==> src/rtl/interboard_tx_scheduler_pkg.sv <==
// ============================================================================
// interboard_tx_scheduler_pkg : shared message fields, types and FSM encoding
// Revision: 1.0
// ============================================================================
`default_nettype none

package interboard_tx_scheduler_pkg;

    localparam int c_type_w = 3;
    localparam int c_num_w  = 5;

    typedef enum logic [2:0] {
        MSG_NOP    = 3'd0,
        MSG_SYS    = 3'd1,
        MSG_DATA   = 3'd2,
        MSG_ACK    = 3'd3,
        MSG_NACK   = 3'd4,
        MSG_STATUS = 3'd5,
        MSG_CFG    = 3'd6,
        MSG_RESET  = 3'd7
    } msg_type_e;

    typedef enum logic [2:0] {
        ST_IDLE      = 3'd0,
        ST_LOAD      = 3'd1,
        ST_FIRE      = 3'd2,
        ST_WAIT_BUSY = 3'd3,
        ST_WAIT_DONE = 3'd4
    } tx_state_e;

    typedef struct packed {
        logic [c_type_w-1:0] msg_type;
        logic [c_num_w-1:0]  number;
    } msg_t;

endpackage

`default_nettype wire

==> src/rtl/interboard_tx_scheduler_msg_fifo.sv <==
// ============================================================================
// msg_fifo : outgoing message queue of {type, number} entries, sync flush
// Revision: 1.0
// ============================================================================
`default_nettype none

module msg_fifo
    import interboard_tx_scheduler_pkg::*;
#(
    parameter int DEPTH = 4
) (
    input  logic clk,
    input  logic rst_n,
    input  logic flush,
    input  logic push,
    input  msg_t push_msg,
    input  logic pop,
    output msg_t head_msg,
    output logic empty,
    output logic full
);

    localparam int c_aw = (DEPTH > 1) ? $clog2(DEPTH) : 1;
    localparam int c_cw = $clog2(DEPTH + 1);
    localparam logic [c_aw-1:0] c_last  = c_aw'(DEPTH - 1);
    localparam logic [c_cw-1:0] c_depth = c_cw'(DEPTH);

    msg_t            mem_q [DEPTH];
    msg_t            mem_d [DEPTH];
    logic [c_aw-1:0] wr_ptr_q, wr_ptr_d;
    logic [c_aw-1:0] rd_ptr_q, rd_ptr_d;
    logic [c_cw-1:0] count_q, count_d;
    logic            do_push;
    logic            do_pop;

    function automatic logic [c_aw-1:0] ptr_inc(input logic [c_aw-1:0] p);
        return (p == c_last) ? '0 : p + 1'b1;
    endfunction

    assign empty    = (count_q == '0);
    assign full     = (count_q == c_depth);
    assign do_push  = push && !full;
    assign do_pop   = pop && !empty;
    assign head_msg = mem_q[rd_ptr_q];

    always_comb begin
        mem_d    = mem_q;
        wr_ptr_d = wr_ptr_q;
        rd_ptr_d = rd_ptr_q;
        count_d  = count_q;
        if (flush) begin
            wr_ptr_d = '0;
            rd_ptr_d = '0;
            count_d  = '0;
        end else begin
            if (do_push) begin
                mem_d[wr_ptr_q] = push_msg;
                wr_ptr_d        = ptr_inc(wr_ptr_q);
            end
            if (do_pop) begin
                rd_ptr_d = ptr_inc(rd_ptr_q);
            end
            case ({do_push, do_pop})
                2'b10:   count_d = count_q + 1'b1;
                2'b01:   count_d = count_q - 1'b1;
                default: count_d = count_q;
            endcase
        end
    end

    // Storage needs no reset; validity is tracked by the pointers and count.
    always_ff @(posedge clk) begin
        mem_q <= mem_d;
    end

    always_ff @(posedge clk or negedge rst_n) begin
        if (!rst_n) begin
            wr_ptr_q <= '0;
            rd_ptr_q <= '0;
            count_q  <= '0;
        end else begin
            wr_ptr_q <= wr_ptr_d;
            rd_ptr_q <= rd_ptr_d;
            count_q  <= count_d;
        end
    end

endmodule

`default_nettype wire

==> src/rtl/interboard_tx_scheduler.sv <==
// ============================================================================
// interboard_tx_scheduler : prioritised request arbiter, message queue and
// link-transmitter handshake FSM.   Revision: 1.0
// ============================================================================
`default_nettype none

module interboard_tx_scheduler
    import interboard_tx_scheduler_pkg::*;
#(
    parameter int NUM_REQ      = 3,
    parameter int FIFO_DEPTH   = 4,
    parameter int BUSY_TIMEOUT = 16
) (
    input  logic                         clk,
    input  logic                         rst_n,
    input  logic                         interboard_rst,
    input  logic [NUM_REQ-1:0]           req_valid,
    input  logic [c_type_w*NUM_REQ-1:0]  req_msg_type,
    input  logic [c_num_w*NUM_REQ-1:0]   req_number,
    output logic [NUM_REQ-1:0]           req_ready,
    input  logic                         inter_ready,
    output logic                         ctrl_en,
    output logic [c_type_w-1:0]          ctrl_msg_type,
    output logic [c_num_w-1:0]           ctrl_number,
    output logic                         transmit,
    output logic                         busy,
    output logic                         timeout_err
);

    localparam int c_pw = $clog2(NUM_REQ);
    localparam int c_tw = (BUSY_TIMEOUT > 1) ? $clog2(BUSY_TIMEOUT) : 1;
    localparam logic [c_pw-1:0] c_rr_first = c_pw'(1);
    localparam logic [c_pw-1:0] c_last_req = c_pw'(NUM_REQ - 1);
    localparam logic [c_tw-1:0] c_tmo_last = c_tw'(BUSY_TIMEOUT - 1);

    msg_t            req_msg [NUM_REQ];
    logic [NUM_REQ-1:0] grant;
    logic [c_pw-1:0] grant_idx;
    logic            found;
    logic            accept_ok;
    logic            push;
    msg_t            push_msg;
    logic            pop;
    msg_t            head_msg;
    logic            fifo_empty;
    logic            fifo_full;

    logic [c_pw-1:0] rr_ptr_q, rr_ptr_d;
    tx_state_e       state_q, state_d;
    logic [c_tw-1:0] timer_q, timer_d;
    logic            ctrl_en_q, ctrl_en_d;
    msg_t            ctrl_msg_q, ctrl_msg_d;
    logic            transmit_q, transmit_d;
    logic            timeout_err_q, timeout_err_d;
    logic            run_q;

    for (genvar gi = 0; gi < NUM_REQ; gi++) begin : g_unpack
        assign req_msg[gi] = {req_msg_type[c_type_w*gi +: c_type_w],
                              req_number[c_num_w*gi +: c_num_w]};
    end

    function automatic logic [c_pw-1:0] rr_index(input logic [c_pw-1:0] ptr, input int k);
        int idx;
        idx = int'(ptr) + k;
        if (idx >= NUM_REQ) begin
            idx = idx - (NUM_REQ - 1);
        end
        return idx[c_pw-1:0];
    endfunction

    // run_q holds off grants for the first cycle after reset release so the
    // asynchronous reset never feeds the datapath directly.
    assign accept_ok = run_q && !fifo_full && !interboard_rst;

    always_comb begin
        grant     = '0;
        grant_idx = '0;
        found     = 1'b0;
        rr_ptr_d  = rr_ptr_q;
        if (accept_ok) begin
            if (req_valid[0]) begin
                grant[0] = 1'b1;
                found    = 1'b1;
            end else begin
                for (int k = 0; k < NUM_REQ - 1; k++) begin
                    if (!found && req_valid[rr_index(rr_ptr_q, k)]) begin
                        grant_idx        = rr_index(rr_ptr_q, k);
                        grant[grant_idx] = 1'b1;
                        found            = 1'b1;
                    end
                end
            end
        end
        if (found && grant_idx != '0) begin
            rr_ptr_d = (grant_idx == c_last_req) ? c_rr_first : grant_idx + 1'b1;
        end
        if (interboard_rst) begin
            rr_ptr_d = c_rr_first;
        end
    end

    assign req_ready = grant;
    assign push      = found;
    assign push_msg  = req_msg[grant_idx];

    msg_fifo #(
        .DEPTH (FIFO_DEPTH)
    ) u_fifo (
        .clk      (clk),
        .rst_n    (rst_n),
        .flush    (interboard_rst),
        .push     (push),
        .push_msg (push_msg),
        .pop      (pop),
        .head_msg (head_msg),
        .empty    (fifo_empty),
        .full     (fifo_full)
    );

    always_comb begin
        state_d       = state_q;
        timer_d       = '0;
        ctrl_en_d     = ctrl_en_q;
        ctrl_msg_d    = ctrl_msg_q;
        transmit_d    = 1'b0;
        timeout_err_d = timeout_err_q;
        pop           = 1'b0;
        case (state_q)
            ST_IDLE: begin
                // A same-cycle push into an empty queue is forwarded so LOAD
                // starts right after the accept.
                if ((!fifo_empty || push) && inter_ready) begin
                    state_d    = ST_LOAD;
                    ctrl_en_d  = 1'b1;
                    ctrl_msg_d = fifo_empty ? push_msg : head_msg;
                end
            end
            ST_LOAD: begin
                pop        = 1'b1;
                transmit_d = 1'b1;
                state_d    = ST_FIRE;
            end
            ST_FIRE: begin
                state_d = ST_WAIT_BUSY;
            end
            ST_WAIT_BUSY: begin
                if (!inter_ready) begin
                    state_d = ST_WAIT_DONE;
                end else if (timer_q == c_tmo_last) begin
                    state_d       = ST_IDLE;
                    timeout_err_d = 1'b1;
                    ctrl_en_d     = 1'b0;
                    ctrl_msg_d    = '0;
                end else begin
                    timer_d = timer_q + 1'b1;
                end
            end
            ST_WAIT_DONE: begin
                if (inter_ready) begin
                    state_d    = ST_IDLE;
                    ctrl_en_d  = 1'b0;
                    ctrl_msg_d = '0;
                end
            end
            default: begin
                state_d    = ST_IDLE;
                ctrl_en_d  = 1'b0;
                ctrl_msg_d = '0;
            end
        endcase
        if (interboard_rst) begin
            state_d       = ST_IDLE;
            timer_d       = '0;
            ctrl_en_d     = 1'b0;
            ctrl_msg_d    = '0;
            transmit_d    = 1'b0;
            timeout_err_d = 1'b0;
            pop           = 1'b0;
        end
    end

    always_ff @(posedge clk or negedge rst_n) begin
        if (!rst_n) begin
            rr_ptr_q      <= c_rr_first;
            state_q       <= ST_IDLE;
            timer_q       <= '0;
            ctrl_en_q     <= 1'b0;
            ctrl_msg_q    <= '0;
            transmit_q    <= 1'b0;
            timeout_err_q <= 1'b0;
            run_q         <= 1'b0;
        end else begin
            rr_ptr_q      <= rr_ptr_d;
            state_q       <= state_d;
            timer_q       <= timer_d;
            ctrl_en_q     <= ctrl_en_d;
            ctrl_msg_q    <= ctrl_msg_d;
            transmit_q    <= transmit_d;
            timeout_err_q <= timeout_err_d;
            run_q         <= 1'b1;
        end
    end

    assign ctrl_en       = ctrl_en_q;
    assign ctrl_msg_type = ctrl_msg_q.msg_type;
    assign ctrl_number   = ctrl_msg_q.number;
    assign transmit      = transmit_q;
    assign busy          = !fifo_empty || (state_q != ST_IDLE);
    assign timeout_err   = timeout_err_q;

endmodule

`default_nettype wire

==> config.mk <==
export PLATFORM = sky130hd
export DESIGN_NAME = interboard_tx_scheduler
export DESIGN_NICKNAME = d
export VERILOG_FILES = /design/src/rtl/interboard_tx_scheduler_pkg.sv /design/src/rtl/interboard_tx_scheduler_msg_fifo.sv /design/src/rtl/interboard_tx_scheduler.sv
export SDC_FILE = /design/constraint.sdc
export NUM_CORES = 1
export LEC_CHECK = 0
export ABC_CLOCK_PERIOD_IN_PS = 4850
export BUFFER_PORTS_ARGS = -buffer_cell sky130_fd_sc_hd__buf_4
export CAP_MARGIN = 0
export CORE_MARGIN = 2
export CORE_UTILIZATION = 50
export DETAILED_ROUTE_END_ITERATION = 16
export PLACE_DENSITY = 0.77
export SYNTH_ARGS = -nofsm -noshare
export SYNTH_HDL_FRONTEND = slang
export SYNTH_SLANG_ARGS = --single-unit
export TNS_END_PERCENT = 100
==> constraint.sdc <==
create_clock -name clk -period 4.85 [get_ports clk]
set_input_delay 0.97 -clock clk [delete_from_list [all_inputs] [get_ports clk]]
set_output_delay 0.97 -clock clk [all_outputs]
set_load 0.005 [all_outputs]
* Word-level counts from Yosys, hierarchy flattened
Index checks and enable logic that the tools add are counted.
** Word-level totals
- Memory bits (read-only) :: 0
- Input port bits :: 31
- Output and inout bits :: 15
- Memories :: 0
- Latch bits :: 0
- RAM bits :: 0
- Bits in registers :: 60
** Cells by class
- Order comparisons :: 12
- Muxes and demuxes :: 86
- Add/sub/neg operators :: 9
- Shifts and indexed selects :: 0
- Multipliers :: 0
- Bitwise operators :: 5
- Divide/modulo/power cells :: 0
- Equality and inequality tests :: 17
- Reduce and logical (&&, ||, !) cells :: 32
** Operators by type and width (number)
- $mux W8 :: 11
- $mux W2 :: 26
- $mux W3 :: 11
- $bmux W8 S2 :: 2
- $bwmux W32 :: 1
- $pmux W8 S4 :: 1
- $mux W1 :: 22
- $demux W8 S2 :: 1
- $mux W4 :: 4
- $pmux W3 S5 :: 1
- $reduce_bool A2 Y1 :: 7
- $lt A2 B3 Y1 const B :: 4
- $ne A3 B3 Y1 const B :: 4
- $logic_and A1 B1 Y1 :: 10
- $ge A3 B3 Y1 const B :: 3
- $not A2 Y3 :: 3
- $eq A2 B2 Y1 const B :: 4
- $add A2 B1 Y2 const B :: 3
- $eq A3 B2 Y1 const B :: 2
- $eq A3 B3 Y1 const B :: 2
- $logic_not A3 Y1 :: 2
- $pmux W3 S2 :: 1
- $reduce_and A3 Y1 :: 2
- $reduce_bool A3 Y1 :: 2
- other kinds (24) :: 32

* Depth between registers and ports, before layout
- Depth after elaboration :: 26
- Gate-level depth with buffers :: 8
- Gate-level depth less buffers :: 7

* Modules after synthesis
Synthesis repeated with hierarchy kept, for this count alone.
** Unflattened totals
- Cell total of the unflattened synthesis :: 264
- Area, all modules :: 3221.8 um2
** By module, submodules not included
- msg_fifo :: seq. area each 1136.1 um2, cells an instance 109, times used 1, area each 1741.7 um2
- interboard_tx_scheduler :: seq. area each 526.8 um2, cells an instance 155, times used 1, area each 1480.2 um2

* Worst setup path after synthesis
OpenSTA, ideal clock, no wires.
- Path kind :: input-to-output
- Start :: input interboard_rst
- End :: output req_ready[2]
- Setup slack :: 1995 ps
- Stages on the path :: 5
- Path buffers :: 2
- Arrival time :: 1885 ps
- Required time :: 3880 ps
- Cells stage by stage :: buf_6 > nand2b_4 > or3_4 > buf_6 > a211oi_2
** Between the ends
- Cells in the longest elaborated chain, start to end :: 3
** RTL lines
- start: declaration :: RTL line interboard_tx_scheduler.sv:16 : input logic interboard_rst,
- $logic_not A1 Y1 :: RTL line interboard_tx_scheduler.sv:73 : assign accept_ok = run_q && !fifo_full && !interboard_rst;
- $logic_and A1 B1 Y1 :: RTL line interboard_tx_scheduler.sv:73
- $mux W3 :: RTL line interboard_tx_scheduler.sv:80 : if (accept_ok) begin
- end: declaration :: RTL line interboard_tx_scheduler.sv:20 : output logic [NUM_REQ-1:0] req_ready,
No other way between the ends.

* Worst setup path in the final report
- Start :: input interboard_rst
- End :: output req_ready[1]
The elaborated chain is that of the path after synthesis.

==> results.py <==
metrics = {
    "global_routing": {
        "grt_overflow": 0,
        "antenna_found_initial": 0,
        "grt_max_degree": 29,
        "first_global_vias": 1958,
        "grt_first_pass_wirelength_um": 9720,
        "grt.total_usage": 0.206,
    },
    "synthesis": {
        "syn-num-nets": 267,
        "synth_ff_type": "edfxtp_1",
        "synth_cell_types": 51,
        "syn_area_per_cell_um2": 12.8,
        "synth_seq_cells": 60,
        "synth_edf_count": 32,
        "synth_cells": 229,
        "synth_warnings": 0,
        "ys_seq_area_frac": 0.568,
        "ys_async_sr_fraction": 0.467,
        "syn-cell-area_mm2": 0.00293,
    },
    "placed_design": {
        "hpwl_um": 4170,
        "io_buffers": 45,
        "gp_congestion": 0.774,
    },
    "cts": {
        "h-tree-depth": 3,
        "clock-sinks": 60,
        "clkLatencyLatePin_ps": 330,
        "cts.path.max_buffers": 2,
        "numCtsBuffers": 9,
        "cts_hold_buf": 0,
        "tritoncts": "yes",
        "cts_root_buffer": "clkbuf_8",
        "post-cts-setup-buffers": 0,
        "clkTransAtPathRegs_ps": 70,
        "post_cts_resized": 0,
    },
    "floorplanning": {
        "io_pins": 46,
        "fp.coreArea_mm2": 0.00557,
        "start_util": 0.525,
        "die-area_mm2": 0.00648,
        "die_y_um": 80.5,
        "rows": 27,
        "die_w_um": 80.5,
    },
    "timing": {
        "finalSetupTns_ps": 0,
        "worst_slew_pin_slew_ps": 599,
        "rsz0062_at_grt": "false",
        "hold_violations": 0,
        "fin_skew_ps": 7.64,
        "period_share": 0.631,
        "finalCriticalPeriod_ps": 3060,
        "fmax_ghz": 0.327,
        "relSlewSlack": 0.601,
        "maxSlewViolCount": 0,
        "setup_viol_count_final": 0,
    },
    "hold_path": {
        "min_path_cells": 1,
        "min_to": "timer_q[0]",
        "hp-class": "reg -> reg",
        "hp-start": "timer_q[0]",
    },
    "layout": {
        "n_antenna_cell": 0,
        "fin_nets": 312,
        "drive_gt1_frac": 0.294,
        "utilization": 0.632,
        "syn_to_final_growth_pct": 20.4,
    },
    "route": {
        "drc": 0,
        "via_per_inst": 5.74,
        "wire_per_inst_um": 16.7,
        "wirelength_um": 5880,
        "drtPass1Iterations": 4,
        "antenna_left": 0,
        "via_count": 2014,
        "drt_iter0_markers": 170,
    },
    "power": {
        "pwr-share-clk": 0.391,
        "power.density_mw_per_mm2": 365,
        "pwr-share-seq": 0.464,
        "ir_drop_v": 0.000279,
        "p_sw_frac": 0.251,
        "p_leak_nw": 1.47,
        "combPwrFrac": 0.146,
        "switchingPower_w": 0.000323,
        "p_int_w": 0.000965,
    },
    "worst_setup_path": {
        "required_ps": 3880,
        "r2r_slack_ps": 2510,
        "reg2reg_depth": 6,
        "crit_type": "in -> out",
        "worst_setup_path_end_kind": "output port",
        "worstPathMaxFanout": 16,
        "r2r_end": "u_fifo.count_q[2]",
        "reg2reg_from": "u_fifo.count_q[1]",
        "crit_path_start_kind": "input port",
        "crit_arrival_ps": 2090,
    },
    "flow_run": {
        "maxCapViolCount": 0,
    },
    "status": {
        "outcome": "complete, no violations",
    },
}
flip-flops by register name, indices dropped and copies added (netlist names):
register	cells
u_fifo.count_q	3
ctrl_number	5
timeout_err	1
u_fifo.mem_q	32
transmit	1
timer_q	4
u_fifo.wr_ptr_q	2
run_q	1
state_q	3
ctrl_en	1
u_fifo.rd_ptr_q	2
ctrl_msg_type	3
rr_ptr_q	2
worst max-delay path: stages:
cell and delay, ps:
buf_4 180, nand2b_4 170, or3_4 400, nor2_1 210, buf_4 150
worst max path at each step:
stage / slack (ps) / cells past startpoint / start / to
CTS: 1790 / 5 / interboard_rst / req_ready[1]
floorplan: 1990 / 5 / interboard_rst / req_ready[2]
finish: 1790 / 5 / interboard_rst / req_ready[1]
detailed placement: 1790 / 5 / interboard_rst / req_ready[1]
global route: 1730 / 5 / interboard_rst / req_ready[2]
global placement: 1810 / 5 / interboard_rst / req_ready[2]
synth_stat cells (all sizes together), types with 3 or more instances:
library cell | instances | area [µm²]
nor3 | 4 | 20.0
nand2b | 3 | 26.3
and2 | 4 | 25.0
o21ai | 5 | 25.0
and3 | 10 | 62.6
a211oi | 10 | 80.1
nand2 | 9 | 33.8
or3 | 3 | 23.8
clkbuf | 7 | 28.8
edfxtp | 32 | 961
o22a | 8 | 70.1
buf | 5 | 36.3
a21oi | 15 | 78.8
dfrtp | 27 | 676
nor2 | 23 | 86.3
inv | 7 | 26.3
a221o | 8 | 80.1
mux4 | 9 | 203
ha | 6 | 75.1
nand3 | 7 | 35.0
stage by stage:
step | worst slack, ps | std cells | hold WS, ps | total power, W | instance area (µm²)
final | 1790 | 351 | 474 | 0.00129 | 3520
after global routing | 1730 | 351 | 494 | 0.00135 | 3520
after CTS | 1790 | 351 | 476 | 0.00130 | 3520
after detailed placement | 1790 | 335 | 467 | 0.000796 | 3300
after global placement | 1810 | 335 | 452 | 0.000791 | 3300
after floorplan | 1990 | 229 | 433 | 0.000713 | 2930
logic make-up (layout without fill, tap and decap cells):
family	Yosys count	count (layout)	share of synthesized area
and+or+nand+nor	71	71	0.133
DFF	60	60	0.568
AOI/OAI and AO/OA	56	56	0.148
buffers and inverters	20	70	0.0325
muxes	10	10	0.0731
adders and majority gates	7	7	0.0325
xor gates and xnor gates	4	4	0.0120
other	1	1	0.00128
power by group through the flow:
stage | Combinational, W | Sequential [W] | Clock [W]
global placement | 0.000185 | 0.000606 | 0
detailed placement | 0.000189 | 0.000607 | 0
floorplan | 0.000116 | 0.000597 | 0
CTS | 0.000190 | 0.000597 | 0.000511
global route | 0.000210 | 0.000601 | 0.000536
finish | 0.000188 | 0.000597 | 0.000503
per-layer routing:
metal | track usage | routed length (µm) | vias up
met4 | 0.0712 | 60 | 0
met5 | 0 | 0 | -
met1 | 0.274 | 2650 | 973
met2 | 0.320 | 2780 | 68
met3 | 0.0674 | 384 | 6
li1 | - | - | 967
cell type report:
cell class	count	area, µm²
clock buffer	11	141
clock inverter	5	85.1
fill	433	2050
inverter	8	30.0
multi-input combinational	149	1170
sequential	60	1660
tap	72	90.1
timing repair buffer	46	345
placed cells by master, fill, tap and decap left out, drive strengths merged, types with 9 or more instances in the layout:
master and count:
edfxtp 32, and3 10, dfrtp 27, nor2 23, nand2 9, mux4 9
clkbuf 11, a211oi 10, a21oi 15, buf 46
Note: power is estimated with default switching activity, not from simulation.
